### config.mk
export PLATFORM = sky130hd
export DESIGN_NAME = diff_digota_drv_flat
export DESIGN_NICKNAME = d
export VERILOG_FILES = /design/src/rtl/diff_digota_drv_if.sv /design/src/rtl/diff_digota_drv.sv /design/src/flat_wrapper.sv
export SDC_FILE = /design/constraint.sdc
export NUM_CORES = 1
export LEC_CHECK = 0
export ABC_AREA = 1
export CAP_MARGIN = 20
export CORE_AREA = 2 2 52 73
export CTS_CLUSTER_SIZE = 14
export DETAILED_ROUTE_END_ITERATION = 8
export DIE_AREA = 0 0 54 75
export PLACE_DENSITY = 0.76
export REMOVE_ABC_BUFFERS = 1
export SLEW_MARGIN = 20
export SYNTH_ARGS = -nofsm -noshare
export SYNTH_HDL_FRONTEND = slang
export SYNTH_SLANG_ARGS = --single-unit
### constraint.sdc
create_clock -name clk -period 2.8 [get_ports clk]
set_clock_uncertainty 0.1 [all_clocks]
set_input_delay 0.42 -clock clk [delete_from_list [all_inputs] [get_ports clk]]
set_output_delay 0.42 -clock clk [all_outputs]
set_load 0.02 [all_outputs]
### src/rtl/diff_digota_drv_if.sv
// diff_digota_drv_if: drive-request, enable and readback bundle between the stimulus controller and its user.
interface diff_digota_drv_if #(parameter int W = 8);
  logic en;
  logic signed [W-1:0] code;
  logic OUTp;
  logic OUTm;
  logic INpb;
  logic INmb;
  logic oe;
  logic fault;
  logic tick;
  modport master (output en, code, OUTp, OUTm, input INpb, INmb, oe, fault, tick);
  modport slave (input en, code, OUTp, OUTm, output INpb, INmb, oe, fault, tick);
endinterface

### src/rtl/diff_digota_drv.sv
// diff_digota_drv: first-order sigma-delta driver for a differential digital OTA stage,
// with break-before-make dead time and readback-based stuck-stage detection.
module diff_digota_drv #(
  parameter int W    = 8,
  parameter int DIV  = 4,
  parameter int DEAD = 2,
  parameter int TO   = 15
) (
  input logic clk,
  input logic rst,
  diff_digota_drv_if.slave bus
);
  localparam logic [1:0] ST_IDLE  = 2'd0;
  localparam logic [1:0] ST_DRV_P = 2'd1;
  localparam logic [1:0] ST_DRV_N = 2'd2;
  localparam logic [1:0] ST_DEAD  = 2'd3;
  localparam int DW = DIV > 1 ? $clog2(DIV) : 1;
  localparam int CW = DEAD > 0 ? $clog2(DEAD + 1) : 1;
  localparam int MW = $clog2(TO + 1);
  localparam logic signed [W+1:0] HALF = {3'b001, {(W-1){1'b0}}};
  logic [DW-1:0] div_q, div_d;
  logic signed [W+1:0] acc_q, acc_d;
  logic [1:0] state_q, state_d;
  logic pend_q, pend_d;
  logic [CW-1:0] dcnt_q, dcnt_d;
  logic [MW-1:0] mis_q, mis_d;
  logic [1:0] sp_q, sp_d, sm_q, sm_d;
  logic fault_q, fault_d, tick_q, tick_d;
  logic inpb_q, inpb_d, inmb_q, inmb_d, oe_q, oe_d;
  logic wrap, y_p, drv, exp_ok, mis_hit, fault_set, hold, tk;
  logic signed [W+1:0] code_x;
  always_comb begin
    wrap      = div_q == DW'(DIV - 1);
    y_p       = ~acc_q[W+1];
    code_x    = {{2{bus.code[W-1]}}, bus.code};
    drv       = state_q == ST_DRV_P || state_q == ST_DRV_N;
    exp_ok    = state_q == ST_DRV_P ? (sp_q[1] & ~sm_q[1]) : (~sp_q[1] & sm_q[1]);
    mis_hit   = drv & ~exp_ok;
    fault_set = mis_hit && mis_q == MW'(TO - 1);
    hold      = fault_q | fault_set;
    tk        = bus.en & ~hold & wrap;
    div_d     = bus.en ? (wrap ? '0 : div_q + 1'b1) : '0;
    acc_d     = !bus.en ? '0 : tk ? acc_q + code_x + (y_p ? -HALF : HALF) : acc_q;
    state_d   = state_q;
    pend_d    = pend_q;
    dcnt_d    = '0;
    if (!bus.en || hold) begin
      state_d = ST_IDLE;
      pend_d  = 1'b0;
    end else begin
      unique case (state_q)
        ST_IDLE:  state_d = tk ? (y_p ? ST_DRV_P : ST_DRV_N) : ST_IDLE;
        ST_DRV_P: if (tk && !y_p) begin
                    state_d = ST_DEAD;
                    pend_d  = 1'b0;
                  end
        ST_DRV_N: if (tk && y_p) begin
                    state_d = ST_DEAD;
                    pend_d  = 1'b1;
                  end
        default:  if (dcnt_q == CW'(DEAD - 1)) state_d = pend_q ? ST_DRV_P : ST_DRV_N;
                  else dcnt_d = dcnt_q + 1'b1;
      endcase
    end
    // a polarity change, idle or dead time restarts the stuck-stage count
    mis_d   = (mis_hit && state_d == state_q) ? mis_q + 1'b1 : '0;
    fault_d = bus.en & hold;
    tick_d  = tk;
    inpb_d  = state_d != ST_DRV_P;
    inmb_d  = state_d != ST_DRV_N;
    oe_d    = state_d != ST_IDLE;
    sp_d    = {sp_q[0], bus.OUTp};
    sm_d    = {sm_q[0], bus.OUTm};
  end
  always_ff @(posedge clk or posedge rst) begin
    if (rst) begin
      div_q   <= '0;
      acc_q   <= '0;
      state_q <= ST_IDLE;
      pend_q  <= 1'b0;
      dcnt_q  <= '0;
      mis_q   <= '0;
      sp_q    <= '0;
      sm_q    <= '0;
      fault_q <= 1'b0;
      tick_q  <= 1'b0;
      inpb_q  <= 1'b1;
      inmb_q  <= 1'b1;
      oe_q    <= 1'b0;
    end else begin
      div_q   <= div_d;
      acc_q   <= acc_d;
      state_q <= state_d;
      pend_q  <= pend_d;
      dcnt_q  <= dcnt_d;
      mis_q   <= mis_d;
      sp_q    <= sp_d;
      sm_q    <= sm_d;
      fault_q <= fault_d;
      tick_q  <= tick_d;
      inpb_q  <= inpb_d;
      inmb_q  <= inmb_d;
      oe_q    <= oe_d;
    end
  end
  assign bus.INpb  = inpb_q;
  assign bus.INmb  = inmb_q;
  assign bus.oe    = oe_q;
  assign bus.fault = fault_q;
  assign bus.tick  = tick_q;
endmodule
### src/flat_wrapper.sv
// flat-port wrapper written by rule: the top's interface ports become plain ports
module diff_digota_drv_flat 
#(
  parameter int W    = 8,
  parameter int DIV  = 4,
  parameter int DEAD = 2,
  parameter int TO   = 15
)
  (clk, rst, bus_en, bus_code, bus_OUTp, bus_OUTm, bus_INpb, bus_INmb, bus_oe, bus_fault, bus_tick);
  diff_digota_drv_if #(.W(W)) bus_i ();
  input logic clk;
  input logic rst;
  input wire logic [$bits(bus_i.en)-1:0] bus_en;
  input wire logic [$bits(bus_i.code)-1:0] bus_code;
  input wire logic [$bits(bus_i.OUTp)-1:0] bus_OUTp;
  input wire logic [$bits(bus_i.OUTm)-1:0] bus_OUTm;
  output wire logic [$bits(bus_i.INpb)-1:0] bus_INpb;
  output wire logic [$bits(bus_i.INmb)-1:0] bus_INmb;
  output wire logic [$bits(bus_i.oe)-1:0] bus_oe;
  output wire logic [$bits(bus_i.fault)-1:0] bus_fault;
  output wire logic [$bits(bus_i.tick)-1:0] bus_tick;
  assign bus_i.en = bus_en;
  assign bus_i.code = bus_code;
  assign bus_i.OUTp = bus_OUTp;
  assign bus_i.OUTm = bus_OUTm;
  assign bus_INpb = bus_i.INpb;
  assign bus_INmb = bus_i.INmb;
  assign bus_oe = bus_i.oe;
  assign bus_fault = bus_i.fault;
  assign bus_tick = bus_i.tick;
  diff_digota_drv #(.W(W), .DIV(DIV), .DEAD(DEAD), .TO(TO)) u_core (.clk(clk), .rst(rst), .bus(bus_i));
endmodule
==> summary.md <==
| Metric | Value |
|---|---|
| Io pins | 18 |
| WL final | 3.16 mm |
| Hold Buf Count CTS | 0 |
| Final cell area excluding filler cells | 2170 µm² |
| Standard cell with the maximum stage delay on the critical path | sky130_fd_sc_hd__clkdlybuf4s50_1 |
| Final design utilization | 0.641 |
| Total count of max-transition violations in the final report | 0 |
| Detail Placement HPWL | 2.45 mm |
| Total power draw | 0.969 mW |
| Area grow syn2layout | 18.4% |
| Least-Margin Pin Slew | 0.367 ns |
| Total gr overflow | 0 |
| Area of the die | 4050 µm² |
| Finish-stage setup viols | 0 |
| Upper clock frequency limit | 0.397 GHz |
| Top cell type's share of synthesized area | 0.383 |
| Mean routed wirelength per cell | 11.8 µm |
| Total routing usage reported by global routing | 0.191 |
| Detailed-route DRC error count | 0 |
| Sink count of the clock tree | 30 |
| Status | finished, final reports clean |
| Number of standard cells in the layout, taps in and fillers out | 269 |
| Layout net count | 268 |
| Share of the yosys chip area belonging to registers | 0.411 |
| Worst max-slew margin expressed relative to the limit | 0.755 |
| Initial antenna violation count | 0 |
| Min-delay worst type | reg -> reg |
| Top routing layer in use | met4 |
| Fill cell count | 302 |
| Wire length of the first global-routing pass | 5.40 mm |
| Post-DRT Antenna Nets | 0 |
| Crit path buf inv count | 2 |
| Critical Path Fanout Max | 3 |
| M1 WL | 1.32 mm |
| Top FF cell, synth | sky130_fd_sc_hd__dfrtp_1 |
| CTS Root Buffer Type | sky130_fd_sc_hd__clkbuf_8 |
| Total number of vias | 1386 |
| Number of flip-flops and latches in the synthesized netlist | 30 |
| Met3 wire length | 125 µm |
| Ys async rst share | 1.00 |
| Clock slew at the register clock pins of the worst setup and hold paths | 0.06 ns |
| Family with the most delay on the worst path | adder cells |
| Cell Chain, Critical Path | clkdlybuf4s50_1 -> ha_1 -> ha_1 -> inv_1 -> fa_1 -> nand3b_1 -> nand2_1 -> nand2_1 -> nand2_1 -> a21oi_1 -> nor2_1 -> o21ai_0 -> nand2_1 -> nand2_1 -> nand2_1 -> o22ai_1 |
| Worst slack after detailed placement | -0.00901 ns |
| Die W | 54 µm |
| Largest cells by area after synthesis | sky130_fd_sc_hd__dfrtp_1, sky130_fd_sc_hd__ha_1, sky130_fd_sc_hd__inv_1 |
| Height of the die | 75 µm |
| Register area | 753 µm² |
| Later-pin clock latency in the skew report | 0.28 ns |
| Length of the first detailed-routing pass in iterations | 4 |
| Commonest cells in the netlist | sky130_fd_sc_hd__inv_1, sky130_fd_sc_hd__nand2_1, sky130_fd_sc_hd__dfrtp_1, sky130_fd_sc_hd__ha_1, sky130_fd_sc_hd__a21oi_1 |
| Cell repeated most along the worst path | sky130_fd_sc_hd__nand2_1 |
| Instance area at placement | 2070 µm² |
| Least setup slack across all paths after layout | 0.278 ns |
| Static Leak | 1.10 nW |
| Max stage delay on crit path | 0.40 ns |
| Area used by multi-input combinational logic | 948 µm² |
| Avg Inst Size Synth | 9.06 µm² |
| Synthesized cell area | 1830 µm² |
| Max-cap viol count | 0 |
| Postcts setup bufs | 0 |
| Number of enable-type register cells in the synthesized netlist | 0 |
| Initial core utilization | 0.542 |
| Number of inserted diodes | 0 |
| Gate count after technology mapping | 202 |
| Core area | 3380 µm² |
| Setup total negative slack | 0 ns |
| Met2 WL | 1.66 mm |
| Startpoint Class | input pin |
| Start-to-end type of the worst setup path | in -> reg |
| Largest buffer count on any clock path | 2 |
| Total CTS buffers | 5 |
| Share of layout cells above drive strength 1 | 0.109 |
| Sort of element at the end of the critical path | flip-flop |
| Power density over the cells | 447 nW/µm² |
| Library cell with the largest summed area after synthesis | sky130_fd_sc_hd__dfrtp_1 |
| DRT iter0 DRCs | 38 |
| IO Port Bufs | 17 |
| Hold WS | 0.248 ns |
| H-tree levels | 2 |
| Standard-cell rows | 25 |
| Number of global-route vias before repair | 1316 |
| Data arrival time of the critical path | 2.59 ns |
| Pin count of the biggest net entering global routing | 31 |
| Yosys warning total | 0 |
| Final weighted congestion in routability-driven placement | 0.906 |
| Number of distinct standard cells referenced by the synthesized netlist | 29 |
| Final-report hold violation count | 0 |
| Peak supply drop | 405 µV |
| Post-cts gate resize count | 0 |
| TritonCTS clock tree | built |
| Endpoint required time on the critical path | 2.87 ns |
| Unrepaired setup endpoints after global routing | no |
| Post-route clock period utilization | 0.901 |
| Cell count after placement | 261 |
| Shortest period the worst path allows | 2.52 ns |
| Vias per Instance | 5.15 |
[metal layers]
| metal | vias to the layer above | global-route usage |
|---|---|---|
| li1 | 710 | - |
| met3 | 5 | 0.0675 |
| met5 | - | 0 |
| met2 | 29 | 0.328 |
| met1 | 642 | 0.208 |
| met4 | 0 | 0.0889 |
[cells in the final DEF, fill, tap and decap left out, types with 6 or more instances in the layout]
| master | Yosys | routed |
|---|---|---|
| sky130_fd_sc_hd__a21oi_1 | 14 | 14 |
| sky130_fd_sc_hd__clkbuf_8 | 0 | 6 |
| sky130_fd_sc_hd__clkdlybuf4s50_1 | 0 | 17 |
| sky130_fd_sc_hd__dfrtp_1 | 28 | 28 |
| sky130_fd_sc_hd__ha_1 | 25 | 25 |
| sky130_fd_sc_hd__inv_1 | 32 | 32 |
| sky130_fd_sc_hd__nand2_1 | 32 | 32 |
| sky130_fd_sc_hd__nand2_2 | 6 | 6 |
| sky130_fd_sc_hd__nand3_1 | 12 | 12 |
| sky130_fd_sc_hd__nor2_1 | 12 | 12 |
| sky130_fd_sc_hd__nor3_1 | 8 | 8 |
[final cells by class]
class	instances	area share
clock inverter	2	0.00577
sequential	30	0.348
tap	40	0.0231
multi-input combinational	138	0.438
timing repair buffer	21	0.0924
inverter	32	0.0554
clock buffer	6	0.0381
[state kept, by name, summed over array words and instances, names as in the netlist]
name and count:
u_core.bus.INmb 1, u_core.state_q 2, u_core.bus.oe 1, u_core.dcnt_q 2, u_core.bus.tick 1, u_core.sm_q 2
u_core.mis_q 4, u_core.sp_q 2, u_core.bus.fault 1, u_core.div_q 2, u_core.acc_q 10, u_core.bus.INpb 1
u_core.pend_q 1
[cells by family (layout without fill, tap and decap cells)]
logic type               Yosys count  count (layout)  share of synthesized area
AND/OR/NAND/NOR                   81              81                      0.224
flip-flops                        30              30                      0.411
buffers and inverters             34              61                     0.0704
adder cells (fa/ha/maj)           27              27                      0.193
XOR/XNOR                           6               6                     0.0287
AO/OA/AOI/OAI                     24              24                     0.0725
[power by group]
| part | total (mW) | switching, mW | internal (mW) |
|---|---|---|---|
| logic | 0.152 | 0.0855 | 0.0668 |
| registers | 0.461 | 0.00977 | 0.451 |
| clock network | 0.356 | 0.159 | 0.197 |
[path summary, 6_finish.rpt]
kind	end	start	cells after the start	slack (ns)
worst max-delay path	u_core.acc_q[9]	bus_code[1]	16	0.28
worst min-delay path	u_core.sm_q[1]	u_core.sm_q[0]	0	0.25
worst max register to register	u_core.mis_q[3]	u_core.state_q[1]	13	0.44
worst min register to register	u_core.sm_q[1]	u_core.sm_q[0]	0	0.25
max in group asynchronous	u_core.bus.INmb	rst	3	1.88
min in group asynchronous	u_core.state_q[1]	rst	3	0.41
Note: power is estimated with default switching activity, not from simulation.
==> RTL edit, RTL diff (same settings) <==
`TO` is set to 15 in 2 places; all go to 16.
--- a/src/rtl/diff_digota_drv.sv
+++ b/src/rtl/diff_digota_drv.sv
@@ -6,3 +6,3 @@
   parameter int DEAD = 2,
-  parameter int TO   = 15
+  parameter int TO   = 16
 ) (
--- a/src/flat_wrapper.sv
+++ b/src/flat_wrapper.sv
@@ -6,3 +6,3 @@
   parameter int DEAD = 2,
-  parameter int TO   = 15
+  parameter int TO   = 16
 )
Behaviour: same outputs for any inputs over 10 cycles, from zero or initial values and one cycle with rst high; that may be too few to reach the edited logic, so the function may still have changed.
==> RTL edit against the unedited design <==
- sequential share of layout area is 0.46 points higher
- worst setup slack better by 0.024 ns
- area after synthesis is 3.6% higher
- non-clock buffer count decreased by 2
- final area up 2.0%
- critical path depth rose by 1
- clock power down 7.3%
- wire length down 1.3%
- total power rose by 1.0%
- sequential cell count grew 1
- combinational power is 9.9% higher
==> RTL edit: results (changes against the unedited design) <==
[outcome]
outcome = finished, final reports clean

[timing]
maxSlewHeadroom_pct = 74.9  ; -0.63 points

[grt]
track_usage_pct = 18.6  ; -0.51 points
grt_pass1_wl_mm = 5.37  ; -0.50%
grt_pass1_vias = 1288  ; -2.1%
grt_max_degree = 32  ; +3.2%

[synth]
ys_top_cells_by_count = 35 x nand2_1, 32 x inv_1, 29 x dfrtp_1
synth.top_cells.by_area = dfrtp_1 38%, ha_1 17%, nand2_1 6.9%
ys_seq_area_share_pct = 41.1  ; -0.092 points
avgSynthCellArea_um2 = 9.48  ; +4.6%
ys_types = 33  ; +14%
async_reset_ff_share_pct = 100  ; unchanged

[critical_path]
cp.arrival_ns = 2.57  ; -0.02 ns
slowest_delay_ns = 0.42  ; +0.02 ns
r2r_cells = 15  ; +2
r2r-end = u_core.mis_q[0]$_DFF_PP0_
regToRegSetupSlack_ns = 0.42  ; -0.02 ns

[layout]
fillCellCount = 298  ; -1.3%
drive_gt1_share_pct = 17.3  ; +6.3 points
reg_top3 = u_core.acc_q (10), u_core.mis_q (5)
nets = 265  ; -1.1%

[worst_hold_path]
hold_start = u_core.sp_q[0]$_DFF_PP0_
whs_endpoint = u_core.sp_q[1]$_DFF_PP0_

[placed_design]
routabilityCongestion = 0.843  ; -6.9%
post_dp_cell_area_um2 = 2130  ; +2.6%
pre_cts_slack_ns = 0.00198  ; +0.0110 ns
dp_hpwl_mm = 2.37  ; -3.4%

[clock_network]
cts_buffers = 5  ; unchanged

[power_and_ir_drop]
power.leakage_nw = 1.15  ; +4.0%
intPower_w = 0.000711  ; -0.46%

[route]
drt-initial-drc-count = 18  ; -53%
drt-total-wl_mm = 3.12  ; -1.3%
dr_total_vias = 1365  ; -1.5%

RTL edit: worst max-delay path, delay by kind of cell:
family | cells | cell delay [ns]
fa+ha+maj | 3 | 0.85
simple gates | 8 | 0.58
compound gates | 3 | 0.20
buf+inv | 3 | 0.54
RTL edit: logic make-up (layout without fill, tap and decap cells):
family	Yosys count	after routing	share of synthesized area (%)
buffers and inverters	35	61	7.00
AND/OR/NAND/NOR	78	78	23.6
AO/OA/AOI/OAI	24	24	7.39
XOR/XNOR	5	5	2.31
flip-flops	31	31	41.1
adder cells (fa/ha/maj)	27	27	18.6
RTL edit: layer usage:
metal  share of wire (%)  GRT usage [%]
met1                  42           19.6
met2                  53           33.5
met5                   0              0
met3                 3.1           6.15
met4                 2.1           7.22
RTL edit: layout make-up:
cell class | count | area, um^2 | share of cell area [%]
clock buffers | 5 | 68.8 | 3.11
clock inverters | 3 | 15.0 | 0.680
inverters | 34 | 128 | 5.78
multi-input cells | 134 | 985 | 44.6
flip-flops and latches | 31 | 778 | 35.2
well taps | 40 | 50.0 | 2.27
repair buffers | 19 | 185 | 8.38
RTL edit: worst max path at each step:
stage	end	startpoint	slack, ns
2_1_floorplan	u_core.acc_q[9]$_DFFE_PP0P_	bus_code[1]	0.58
3_3_place_gp	u_core.acc_q[9]$_DFFE_PP0P_	bus_code[1]	0.07
3_5_place_dp	u_core.acc_q[9]$_DFFE_PP0P_	bus_code[1]	0.002
4_1_cts	u_core.acc_q[9]$_DFFE_PP0P_	bus_code[1]	0.30
5_1_grt	u_core.acc_q[9]$_DFFE_PP0P_	bus_code[1]	0.17
6_report	u_core.acc_q[9]$_DFFE_PP0P_	bus_code[1]	0.30
RTL edit: power by group through the flow:
| stage | registers (W) | clock network [W] | logic (W) |
|---|---|---|---|
| after CTS | 0.000482 | 0.000345 | 0.000170 |
| after detailed placement | 0.000490 | 0 | 0.000170 |
| final | 0.000482 | 0.000330 | 0.000167 |
| after global placement | 0.000489 | 0 | 0.000165 |
| after global routing | 0.000484 | 0.000367 | 0.000193 |
| after floorplan | 0.000488 | 0 | 0.000118 |
RTL edit: stage by stage:
stage	hold WS (ns)	cells
finish	0.249	266
global route	0.257	266
CTS	0.252	266
detailed placement	0.237	258
global placement	0.233	258
floorplan	0.231	199
